==> src/rtl/ascii2bcd_pack.sv <==
// ASCII decimal byte stream to right-justified packed BCD, with start/done handshake to the converter.
// Optional build macro ASCII2BCD_SPACE_TERM_EN: treat space (0x20) as a line terminator.
module ascii2bcd_pack #(
    parameter int DIGITS = 3,
    localparam int CW = $clog2(DIGITS + 1)
) (
    input  logic                  clk,
    input  logic                  rst_n,
    input  logic                  in_valid,
    input  logic [7:0]            in_data,
    output logic                  in_ready,
    output logic [DIGITS*4-1:0]   bcd_out,
    output logic [CW-1:0]         ndigits,
    output logic                  conv_start,
    input  logic                  conv_done,
    output logic                  frame_err
);

    localparam logic [1:0] S_COLLECT = 2'd0;
    localparam logic [1:0] S_DISCARD = 2'd1;
    localparam logic [1:0] S_START   = 2'd2;
    localparam logic [1:0] S_RELEASE = 2'd3;

    localparam logic [CW-1:0] ND_MAX = CW'(DIGITS);

    function automatic logic is_digit(input logic [7:0] b);
        return (b >= 8'h30) && (b <= 8'h39);
    endfunction

    function automatic logic is_term(input logic [7:0] b);
`ifdef ASCII2BCD_SPACE_TERM_EN
        return (b == 8'h0D) || (b == 8'h0A) || (b == 8'h20);
`else
        return (b == 8'h0D) || (b == 8'h0A);
`endif
    endfunction

    logic [1:0]           state_r;
    logic [1:0]           next_state_s;
    logic [DIGITS*4-1:0]  next_bcd_s;
    logic [CW-1:0]        next_nd_s;
    logic                 next_err_s;
    logic                 next_start_s;
    logic                 accept_s;
    logic                 digit_s;
    logic                 term_s;

    assign in_ready = (state_r == S_COLLECT) || (state_r == S_DISCARD);
    assign accept_s = in_valid & in_ready;
    assign digit_s  = is_digit(in_data);
    assign term_s   = is_term(in_data);

    // Next-state and datapath decode for the frame parser.
    always_comb begin
        next_state_s = state_r;
        next_bcd_s   = bcd_out;
        next_nd_s    = ndigits;
        next_err_s   = 1'b0;
        case (state_r)
            S_COLLECT: begin
                if (accept_s) begin
                    if (digit_s) begin
                        if (ndigits < ND_MAX) begin
                            next_bcd_s = {bcd_out[DIGITS*4-5:0], in_data[3:0]};
                            next_nd_s  = ndigits + CW'(1);
                        end else begin
                            next_err_s   = 1'b1;
                            next_state_s = S_DISCARD;
                        end
                    end else if (term_s) begin
                        // An empty line is silently skipped rather than starting a zero-digit conversion.
                        if (ndigits != '0) begin
                            next_state_s = S_START;
                        end else begin
                            next_state_s = S_COLLECT;
                        end
                    end else begin
                        next_err_s   = 1'b1;
                        next_state_s = S_DISCARD;
                    end
                end else begin
                    next_state_s = S_COLLECT;
                end
            end
            S_DISCARD: begin
                if (accept_s && term_s) begin
                    next_state_s = S_COLLECT;
                    next_bcd_s   = '0;
                    next_nd_s    = '0;
                end else begin
                    next_state_s = S_DISCARD;
                end
            end
            S_START: begin
                if (conv_done) begin
                    next_state_s = S_RELEASE;
                end else begin
                    next_state_s = S_START;
                end
            end
            S_RELEASE: begin
                if (!conv_done) begin
                    next_state_s = S_COLLECT;
                    next_bcd_s   = '0;
                    next_nd_s    = '0;
                end else begin
                    next_state_s = S_RELEASE;
                end
            end
            default: begin
                next_state_s = S_COLLECT;
                next_bcd_s   = '0;
                next_nd_s    = '0;
            end
        endcase
        next_start_s = (next_state_s == S_START);
    end

    // State and registered outputs; reset clears everything, including a pending conversion.
    always_ff @(posedge clk or negedge rst_n) begin
        if (!rst_n) begin
            state_r    <= S_COLLECT;
            bcd_out    <= '0;
            ndigits    <= '0;
            conv_start <= 1'b0;
            frame_err  <= 1'b0;
        end else begin
            state_r    <= next_state_s;
            bcd_out    <= next_bcd_s;
            ndigits    <= next_nd_s;
            conv_start <= next_start_s;
            frame_err  <= next_err_s;
        end
    end

endmodule

==> config.mk <==
export PLATFORM = sky130hd
export DESIGN_NAME = ascii2bcd_pack
export DESIGN_NICKNAME = d
export VERILOG_FILES = /design/src/rtl/ascii2bcd_pack.sv
export SDC_FILE = /design/constraint.sdc
export NUM_CORES = 1
export LEC_CHECK = 0
export CAP_MARGIN = 20
export CORE_ASPECT_RATIO = 1.25
export CORE_UTILIZATION = 46
export DETAILED_ROUTE_END_ITERATION = 16
export HOLD_SLACK_MARGIN = 0.06
export PLACE_DENSITY_LB_ADDON = 0.2
export SYNTH_ARGS = -nofsm -noshare
export SYNTH_HDL_FRONTEND = slang
export SYNTH_SLANG_ARGS = --single-unit
==> constraint.sdc <==
create_clock -name clk -period 2.98 [get_ports clk]
set_input_delay 0.447 -clock clk [delete_from_list [all_inputs] [get_ports clk]]
set_output_delay 0.447 -clock clk [all_outputs]
set_load 0.02 [all_outputs]
# == After elaboration in Yosys (flattened, before gate mapping) ==
# Cells that the tools add are included.
# Widths: inputs -> output; s select.
# op_classes
n_mux,26
eq_ne,11
reduce_logical,8
magnitude_cmp,3
bitwise_logic,1
addsub,1
# op_table
cell,n
$mux 12,5
$pmux 12 s3,1
$mux 2,11
$eq 8x4->1 const B,2
$ge 8x6->1 const B,1
$le 8x6->1 const B,1
$pmux 2 s4,1
$mux 1,7
$eq 2x2->1 const B,3
$ne 2x2->1 const B,3
$pmux 2 s3,1
$reduce_and 6->1,1
$ne 2x1->1 const B,2
$reduce_bool 3->1,1
$add 2x1->2 const B,1
$eq 2x1->1 const B,1
$logic_and 1x1->1,2
$logic_not 2->1,1
$logic_or 1x1->1,2
$lt 2x2->1 const B,1
$reduce_bool 2->1,1
$and 1x1->1,1
# word_totals
elab_cells,55
inputBits,12
register_bits,18

# == Depth between registers and ports, before layout ==
# Gate-level depths: netlist of run 1.
# depth
depth_word,7
ltp_mapped,6

# == Worst setup path after synthesis of run 1 ==
# No wires, ideal clock.
# synth_path
kind,register to register
start,register ndigits[0]
end,register bcd_out[0]
path_buffers,1
slack_ps,1253
path_stages_with_launch,7
synth_period_minus_slack_ps,1727
arrival_time_ps,1606
cell_sequence,dfrtp_1 ha_1 nor3_1 a31oi_1 a221o_2 buf_6 a22o_1
# synth_via
elab_chain_len,3
# synth_rtl
item,line_no,text
"start, declared",13,"output logic [CW-1:0] ndigits,"
"start signal, assigned",130,ndigits <= next_nd_s;
$lt 2x2->1,63,if (ndigits < ND_MAX) begin
$ne 2x1->1 (no line),n/a,
$reduce_and 6->1 (no line),n/a,
"end signal, assigned",129,bcd_out <= next_bcd_s;
"end, declared",12,"output logic [DIGITS*4-1:0] bcd_out,"
# Every way passes these cells.
# A chain may end at the register's enable or synchronous reset.

# == Worst setup path after layout of run 1 ==
# layout_path
start,input in_data[1]
end,register ndigits[0]
# layout_via
elab_chain_len,5
word_cells_on_any_way,10
# layout_rtl
item,line_no,text
"start, declared",10,"input logic [7:0] in_data,"
branches (longest 4 deep; another with $ge 8x6->1),n/a,
$reduce_and 6->1 (no line) *,n/a,
# Mark *: on every way between the ends.

==> run summary, run 1 <==
# diodes: 0
CTS tree: built
Num CTS Buffers: 3
GR Util met3: 4.11%
worst min path class: register to register
worst reg2reg startpoint: ndigits[0]
first-pass GRT wire length: 2730 µm
Syn Inst Count: 63
grt ovf: 0
Worst EP required: 3.16 ns
Initial Util: 50.3%
critical path startpoint: in_data[1]
share of flip-flops with an asynchronous set or reset: 100%
R2R setup slack: 1.18 ns
Slew Viols, Final: 0
drt first-iter violations: 13
Post-CTS Setup Inserts: 0
VDD IR-drop max: 0.318 mV
Non-Filler Instances: 111
Final setup viols: 0
WL final: 1620 µm
synthesized cell area: 816 µm²
initial antenna violation count: 0
IO buf count: 28
Final Hold Fails: 0
drc violations: 0
Synth Net Count: 77
Sum Neg Setup Slack: 0 ns
Mapped Avg Cell Area: 12.9 µm²
synth warn: 0
Chip Height: 49.1 µm
relative slew slack: 49.7%
Area contributors post-synth: dfrtp_1, a22o_1, a22o_2
status: complete, no violations
Slew @ Worst Pin: 0.752 ns
EDFF count, synth: 0
clk slew on worst S/H paths: 0.10 ns
CTS sink cnt: 18
skew final: 0.00396 ns
most frequent cell after synthesis: dfrtp_1
PwrDens: 480 nW/µm²
gpl congestion: 0.693
most used routing layer: met2
share of cells above drive strength 1: 16.1%
# resized after CTS: 0
M2 GR Usage: 31.1%
DR vias: 642
post-layout min period: 2.00 ns
Nets: 108
Critical Setup Path Class: input pin to register
crit path launch type: input pin
cell count after placement: 107
vias per inst: 5.78
Longest Clk Path Bufs: 2
CP Capture Type: register
Die X: 39.7 µm
post-synth top area cell: dfrtp_1
post-synthesis sequential area ratio: 55.2%
Netlist cell types: 28
leakage: 0.000489 µW
Clock Latency Late Sink: 0.28 ns
H-tree depth: 1
hold_buf cts: 0
Commonest cells post-synth: dfrtp_1, a22o_1, a22o_2, inv_1
vias in the first global route: 616
1st-pass router iterations: 4
Post-DP HPWL: 1240 µm
crit share post-route: 67.0%
FF-to-FF path depth: 5
largest net degree at the start of global routing: 19
worst path arrival time: 2.18 ns
RSZ-0062 raised after global routing: no
WHS Path Cells: 1
top cell type's share of synthesized area: 55.2%
gr usage total: 19.8%
Rows: 16
Max FO, Critical Path: 14
antenna viol nets, final: 0
Syn-to-layout area delta: 39.9%
met1 Use GR: 26.0%
Root Driver: clkbuf_4
Yosys reg bits: 18
max_cap viols: 0
Die ar.: 1950 µm²
Top FF cell, synth: dfrtp_1
I/O pins: 29
HP Start: bcd_out[8]
Achievable Freq: 501 MHz
core region area: 1620 µm²
post-DR wirelength/cell: 14.6 µm
==> area by class of cell <==
type                       instances  area, µm²
fill                             125        480
sequential                        18        450
tap                               18       22.5
clock buffer                       4       36.3
multi-input combinational         39        333
timing repair buffer              29        288
inverter                           3       11.3
==> flip-flops by register name, indices dropped and copies added (netlist names) <==
signal	count
bcd_out	12
ndigits	2
state_r	2
conv_start	1
frame_err	1
==> critical path: stages <==
cell and delay, ns:
clkdlybuf4s50_1 0.52, nor3b_2 0.24, o2111ai_2 0.20, a221o_2 0.48, mux2_2 0.29
==> kinds of logic (layout without fill, tap and decap cells) <==
logic type	Yosys count	in the layout	share of synthesized area, %
adder cells (fa/ha/maj)	2	2	3.07
flip-flops	18	18	55.2
AND/OR/NAND/NOR	14	14	12.6
AO/OA/AOI/OAI	22	22	23.8
multiplexers	1	1	1.38
buffers and inverters	6	36	3.99
==> routing by layer <==
layer / wire (µm) / share of wire, %
met1: 708 / 44
met2: 828 / 51
met5: 0 / 0
met4: 14 / 0.87
met3: 64 / 4.0
==> cells in the final DEF, fill, tap and decap left out, drive strengths merged <==
master	synthesis	layout
a211oi	1	1
a221o	2	2
a22o	13	13
a31oi	1	1
and3	1	1
and3b	1	1
and4b	1	1
buf	2	1
clkbuf	1	4
clkdlybuf4s50	0	28
dfrtp	18	18
ha	2	2
inv	3	3
mux2	1	1
nand2	1	1
nand2b	1	1
nand4	1	1
nor2	1	1
nor2b	2	2
nor3	1	1
nor3b	3	3
o2111ai	1	1
o211ai	1	1
o21a	1	1
o21ai	2	2
or3	1	1
==> metrics by stage <==
| step | total power (µW) | util [%] | setup slack (ns) | hold slack, ns | area (µm²) |
|---|---|---|---|---|---|
| final | 548 | 70.4 | 0.984 | 0.508 | 1140 |
| after global routing | 575 | 70.4 | 0.886 | 0.528 | 1140 |
| after CTS | 555 | 70.4 | 0.973 | 0.512 | 1140 |
| after detailed placement | 410 | 68.1 | 0.676 | 0.484 | 1100 |
| after global placement | 405 | 68.1 | 0.713 | 0.485 | 1100 |
| after floorplan | 362 | - | 1.25 | 0.151 | 816 |
==> path summary, 6_finish.rpt <==
kind / end
min: bcd_out[8]
min reg2reg: bcd_out[8]
max reg2reg: ndigits[0]
max in group asynchronous: frame_err
min in group asynchronous: bcd_out[6]
max: ndigits[0]
==> where the power goes <==
| group | total (µW) | switching, µW | internal [µW] |
|---|---|---|---|
| clock network | 145 | 70.4 | 74.3 |
| registers | 274 | 14.8 | 260 |
| logic | 128 | 66.7 | 61.8 |
| total | 548 | 152 | 396 |
(Power assumes the default switching activity.)
==> run 2: changes to the inputs <==
--- a/config.mk
+++ b/config.mk
@@ -7,7 +7,7 @@
 export LEC_CHECK = 0
 export CAP_MARGIN = 20
 export CORE_ASPECT_RATIO = 1.25
-export CORE_UTILIZATION = 46
+export CORE_UTILIZATION = 39
 export DETAILED_ROUTE_END_ITERATION = 16
 export HOLD_SLACK_MARGIN = 0.06
 export PLACE_DENSITY_LB_ADDON = 0.2
==> constraint.sdc (replaced) <==
create_clock -name clk -period 1.75 [get_ports clk]
set_input_delay 0.2625 -clock clk [delete_from_list [all_inputs] [get_ports clk]]
set_output_delay 0.2625 -clock clk [all_outputs]
set_load 0.02 [all_outputs]
==> run 2 against run 1 <==
Net effect: die area up 17%; first-iteration DRC count up 15%; hold slack worse by 0.22 ns; largest power group unchanged; combinational power up 120%; count of clock-buffer cells in the layout down 1; final cell count up 13%; critical path depth unchanged; wire length up 24%.
==> run summary, run 2 (synthesis gave the netlist of run 1 again) <==
status: complete, no violations
worst min path class: input pin to async pin
Achievable Freq: 574 MHz
largest reg by FF count: bcd_out
critical path startpoint: ndigits[0]
relative slew slack: 75.6% (+26 points)
crit share post-route: 99.6%
FF-to-FF path depth: 5 (unchanged)
sw power: 293 µW (+93%)
# diodes: 0 (unchanged)
largest net degree at the start of global routing: 19 (unchanged)
WL final: 2010 µm (+24%)
Longest Clk Path Bufs: 2 (unchanged)
I/O pins: 29 (unchanged)
drt first-iter violations: 15 (+2)
Slew @ Worst Pin: 0.362 ns (-0.390 ns)
1st-pass router iterations: 4 (unchanged)
PwrDens: 744 nW/µm² (+55%)
share of cells above drive strength 1: 29.5% (+13 points)
most used routing layer: met2
first-pass GRT wire length: 3190 µm (+17%)
M2 GR Usage: 31.3% (+0.17 points)
Rows: 18 (+2)
max_cap viols: 0 (unchanged)
combinational fraction of design power: 29.4% (+5.9 points)
Initial Util: 41.2% (-9.1 points)
Clock Latency Late Sink: 0.29 ns (about the same)
Tot Pwr: 950 µW (+74%)
leakage: 0.000603 µW (+23%)
most common cell after layout, fill and taps aside: clkdlybuf4s50_1
post-DR wirelength/cell: 16.1 µm (+10%)
Slew Viols, Final: 0 (unchanged)
GR Util met3: 5.46% (+1.4 points)
Final WS setup: 0.00642 ns (-0.978 ns)
worst reg2reg startpoint: ndigits[0]
Max FO, Critical Path: 7 (-7)
CTS tree: built
CTS sink cnt: 18 (unchanged)
Final Hold Fails: 0 (unchanged)
Syn-to-layout area delta: 56.6%
vias in the first global route: 707 (+15%)
Final setup viols: 0 (unchanged)
worst path arrival time: 1.93 ns (-0.25 ns)
Post-DP HPWL: 1290 µm (+4.0%)
Critical Setup Path Class: register to register
vias per inst: 5.81 (+0.42%)
fill cell count: 163 (+30%)
Clk pwr share: 21.0% (-5.4 points)
Die ar.: 2280 µm² (+17%)
gr usage total: 19.4% (-0.38 points)
Num CTS Buffers: 3 (unchanged)
initial antenna violation count: 0 (unchanged)
top flop regs: bcd_out (12), ndigits (2), state_r (2)
drc violations: 0 (unchanged)
IO buf count: 28 (unchanged)
gpl congestion: 0.746 (+7.7%)
CP Capture Point: ndigits[0]
antenna viol nets, final: 0 (unchanged)
switching fraction of total power: 30.8% (+3.1 points)
DR vias: 726 (+13%)
RR Endpoint: ndigits[0]
R2R setup slack: 0.006 ns (-1.17 ns)
core region area: 1980 µm² (+22%)
Pint: 657 µW (+66%)
grt ovf: 0 (unchanged)
H-tree depth: 1 (unchanged)
Chip Height: 53.1 µm (+8.3%)
Nets: 121 (+12%)
met1 Use GR: 23.1% (-3.0 points)
Flop pwr share: 49.7% (-0.4 points)
skew final: 0.00925 ns (+0.00529 ns)
post-layout min period: 1.74 ns
Die X: 42.9 µm (+8.2%)
VDD IR-drop max: 0.458 mV (+44%)
most frequent cells in the layout: clkdlybuf4s50_1, dfrtp_1, buf_4
CP Capture Type: register
clk slew on worst S/H paths: 0.10 ns (about the same)
max reg flops: 12 (unchanged)
post-place setup slack: -0.306 ns (-0.983 ns)
crit path launch type: register
hold_buf cts: 0 (unchanged)
Worst EP required: 1.94 ns (-1.22 ns)
Root Driver: clkbuf_4
==> run 2: repair_timing <==
item | CTS | global route
pin swaps | 0 | 3
endpoints found under the setup margin | 2 | 15
gates cloned | 1 | 0
gates resized for setup | 1 | 13
buffers inserted | 0 | 1
==> run 2: stage by stage <==
step           TNS (ns)  utilization [%]  cell area (µm²)  cells  hold slack (ns)
2_1_floorplan         0                -              816     63          -0.0331
3_3_place_gp      -3.30             60.0             1190    120            0.488
3_5_place_dp      -3.55             60.0             1190    120            0.484
4_1_cts               0             61.6             1220    124            0.289
5_1_grt          -0.101             64.5             1280    125            0.294
6_report              0             64.5             1280    125            0.285
==> run 2: layer usage <==
layer	share of wire, %	vias to the layer above
met2	49	31
met1	42	356
met5	0	-
li1	-	331
met3	5.8	8
met4	2.4	0
==> run 2: worst min-delay path by stage <==
stage | to | slack (ns) | cells past startpoint
floorplan | bcd_out[0] | -0.03 | 0
global placement | bcd_out[10] | 0.49 | 1
detailed placement | bcd_out[9] | 0.48 | 1
CTS | bcd_out[2] | 0.29 | 2
global route | bcd_out[1] | 0.29 | 2
finish | bcd_out[2] | 0.28 | 2
==> run 2: worst max-delay path: stages, from the launching register on <==
cell     delay [ns]
dfrtp_1        0.41
ha_2           0.20
nor3_2         0.19
a31oi_2        0.15
a221o_2        0.41
mux2_2         0.28
==> run 2: power groups by stage <==
stage               Sequential, µW  Clock [µW]  Combinational [µW]
floorplan                      491           0                 125
global placement               472           0                 241
detailed placement             473           0                 242
CTS                            466         205                 264
global route                   474         227                 300
finish                         472         199                 279
==> run 2: cell type report <==
class,count,area [µm²],share of cell area [%]
flip-flops and latches,18,450,35.3
repair buffers,41,392,30.7
multi-input cells,40,377,29.5
well taps,20,25.0,1.96
clock buffers,3,22.5,1.76
inverters,3,11.3,0.881
==> run 3: changes to the inputs <==
--- a/config.mk
+++ b/config.mk
@@ -7,6 +7,7 @@
 export LEC_CHECK = 0
 export CAP_MARGIN = 20
 export CORE_ASPECT_RATIO = 1.25
+export CORE_MARGIN = 5
 export CORE_UTILIZATION = 39
 export DETAILED_ROUTE_END_ITERATION = 16
 export HOLD_SLACK_MARGIN = 0.06
==> run 3 against run 2 <==
Net effect: critical path depth did not move; hold slack better by 0.0010 ns; non-clock buffer count is the same; count of clock-buffer cells in the layout stayed put; design area fell by 1.7%; wire length down 3.2%; via count decreased by 4.5%; fmax up 0.73%; register-to-register slack barely moved; highest routed layer unchanged.
==> run summary, run 3 (synthesis gave the netlist of run 1 again) <==
status: complete, no violations
worst min path class: input pin to async pin
post-DR wirelength/cell: 15.6 µm (-3.2%)
Finished Core Util: 63.4% (-1.1 points)
Slew Viols, Final: 0 (unchanged)
drc violations: 0 (unchanged)
crit share post-route: 98.9% (-0.72 points)
Rows: 18 (unchanged)
share of cells above drive strength 1: 27.6% (-1.9 points)
H-tree depth: 1 (unchanged)
Non-Filler Instances: 125 (unchanged)
worst path arrival time: 1.91 ns (-0.02 ns)
Longest Clk Path Bufs: 2 (unchanged)
gpl congestion: 0.769 (+3.1%)
Root Driver: clkbuf_4
Max FO, Critical Path: 7 (unchanged)
largest net degree at the start of global routing: 19 (unchanged)
drt first-iter violations: 16 (+1)
crit path launch type: register
Tot Pwr: 950 µW (about the same)
Chip Height: 61.1 µm (+15%)
R2R setup slack: 0.02 ns (about the same)
post-place instance area: 1200 µm² (+0.63%)
Nets: 121 (unchanged)
CTS tree: built
max_cap viols: 0 (unchanged)
Flop pwr share: 49.4% (-0.3 points)
Critical Setup Path Class: register to register
skew final: 0.00160 ns (-0.00764 ns)
fin area: 1260 µm² (-1.7%)
clk slew on worst S/H paths: 0.10 ns (about the same)
worst reg2reg startpoint: ndigits[0]
Achievable Freq: 578 MHz (+0.73%)
sw power: 291 µW (-0.75%)
Final setup viols: 0 (unchanged)
IO buf count: 28 (unchanged)
Die X: 50.9 µm (+19%)
M1 WL: 908 µm (+7.1%)
most frequent cells in the layout: clkdlybuf4s50_1, dfrtp_1, buf_4
vias per inst: 5.54 (-4.5%)
leakage: 0.000550 µW (-8.8%)
CTS sink cnt: 18 (unchanged)
relative slew slack: 80.0% (+4.4 points)
cell count after placement: 121 (+0.83%)
Final Hold Fails: 0 (unchanged)
post-layout min period: 1.73 ns (-0.0126 ns)
VDD IR-drop max: 0.483 mV (+5.5%)
initial antenna violation count: 0 (unchanged)
Num CTS Buffers: 3 (unchanged)
max reg flops: 12 (unchanged)
CP Capture Type: register
Post-DP HPWL: 1360 µm (+5.2%)
Syn-to-layout area delta: 54.0%
switching fraction of total power: 30.6% (-0.22 points)
antenna viol nets, final: 0 (unchanged)
RR Endpoint: ndigits[0]
Initial Util: 41.2% (unchanged)
Die ar.: 3110 µm² (+37%)
WL final: 1950 µm (-3.2%)
Clock Latency Late Sink: 0.29 ns (about the same)
grt ovf: 0 (unchanged)
largest reg by FF count: bcd_out
PwrDens: 756 nW/µm² (+1.6%)
RSZ-0062 raised after global routing: yes
most common cell after layout, fill and taps aside: clkdlybuf4s50_1
hold slack: 0.286 ns (+0.00104 ns)
vias in the first global route: 677 (-4.2%)
first-pass GRT wire length: 3240 µm (+1.3%)
1st-pass router iterations: 4 (unchanged)
core region area: 1980 µm² (unchanged)
wire length on met3: 123 µm (+5.1%)
Slew @ Worst Pin: 0.297 ns (-0.0649 ns)
# diodes: 0 (unchanged)
met2 WL: 871 µm (-12%)
FF-to-FF path depth: 5 (unchanged)
Pint: 659 µW (+0.27%)
DR vias: 693 (-4.5%)
gr usage total: 13.9% (-5.5 points)
Top Layer Used: met4
hold_buf cts: 0 (unchanged)
I/O pins: 29 (unchanged)
Worst EP required: 1.93 ns (about the same)
Clk pwr share: 21.3% (+0.3 points)
top flop regs: bcd_out (12), ndigits (2), state_r (2)
combinational fraction of design power: 29.2% (-0.2 points)
## run 3: how the worst max path moves through the flow
stage                          start  slack (ns)    endpoint  cells after the start
after floorplan           ndigits[0]        0.02  bcd_out[0]                      6
after global placement    in_data[1]       -0.27  ndigits[0]                      5
after detailed placement  in_data[1]       -0.33  ndigits[0]                      5
after CTS                 in_data[0]       0.003  ndigits[0]                      5
after global routing      in_data[3]       -0.04  ndigits[0]                      5
final                     ndigits[0]        0.02  ndigits[0]                      5
## run 3: final cells by class
type,instances,area [µm²]
multi-input cells,40,373
flip-flops and latches,18,450
well taps,20,25.0
clock buffers,3,22.5
fillers,158,726
inverters,3,11.3
repair buffers,41,374
## run 3: critical path: stages (launching register included)
cell     delay [ns]
dfrtp_1        0.41
ha_2           0.20
nor3_4         0.21
a31oi_2        0.13
a221o_2        0.41
mux2_4         0.28
## run 3: layer usage
metal,track usage (%),vias up
li1,-,334
met1,19.4,329
met5,0,-
met4,7.66,0
met2,20.4,26
met3,2.42,4
## run 3: power groups by stage
stage	Sequential [µW]	Combinational (µW)	Clock [µW]
floorplan	491	125	0
global placement	472	244	0
detailed placement	472	247	0
CTS	465	268	204
global route	474	300	221
finish	470	278	202
## run 3: per-stage QoR
step,worst slack [ns],setup TNS [ns]
after floorplan,0.0233,0
after global placement,-0.275,-3.14
after detailed placement,-0.334,-3.94
after CTS,0.00338,0
after global routing,-0.0389,-0.0673
final,0.0190,0
## run 3: timing repair
item,in CTS,in global routing
gates cloned,1,0
setup endpoints to repair,2,12
buffers inserted,0,0
gates resized for setup,5,4
pin swaps,1,5
hold endpoints to repair,0,0
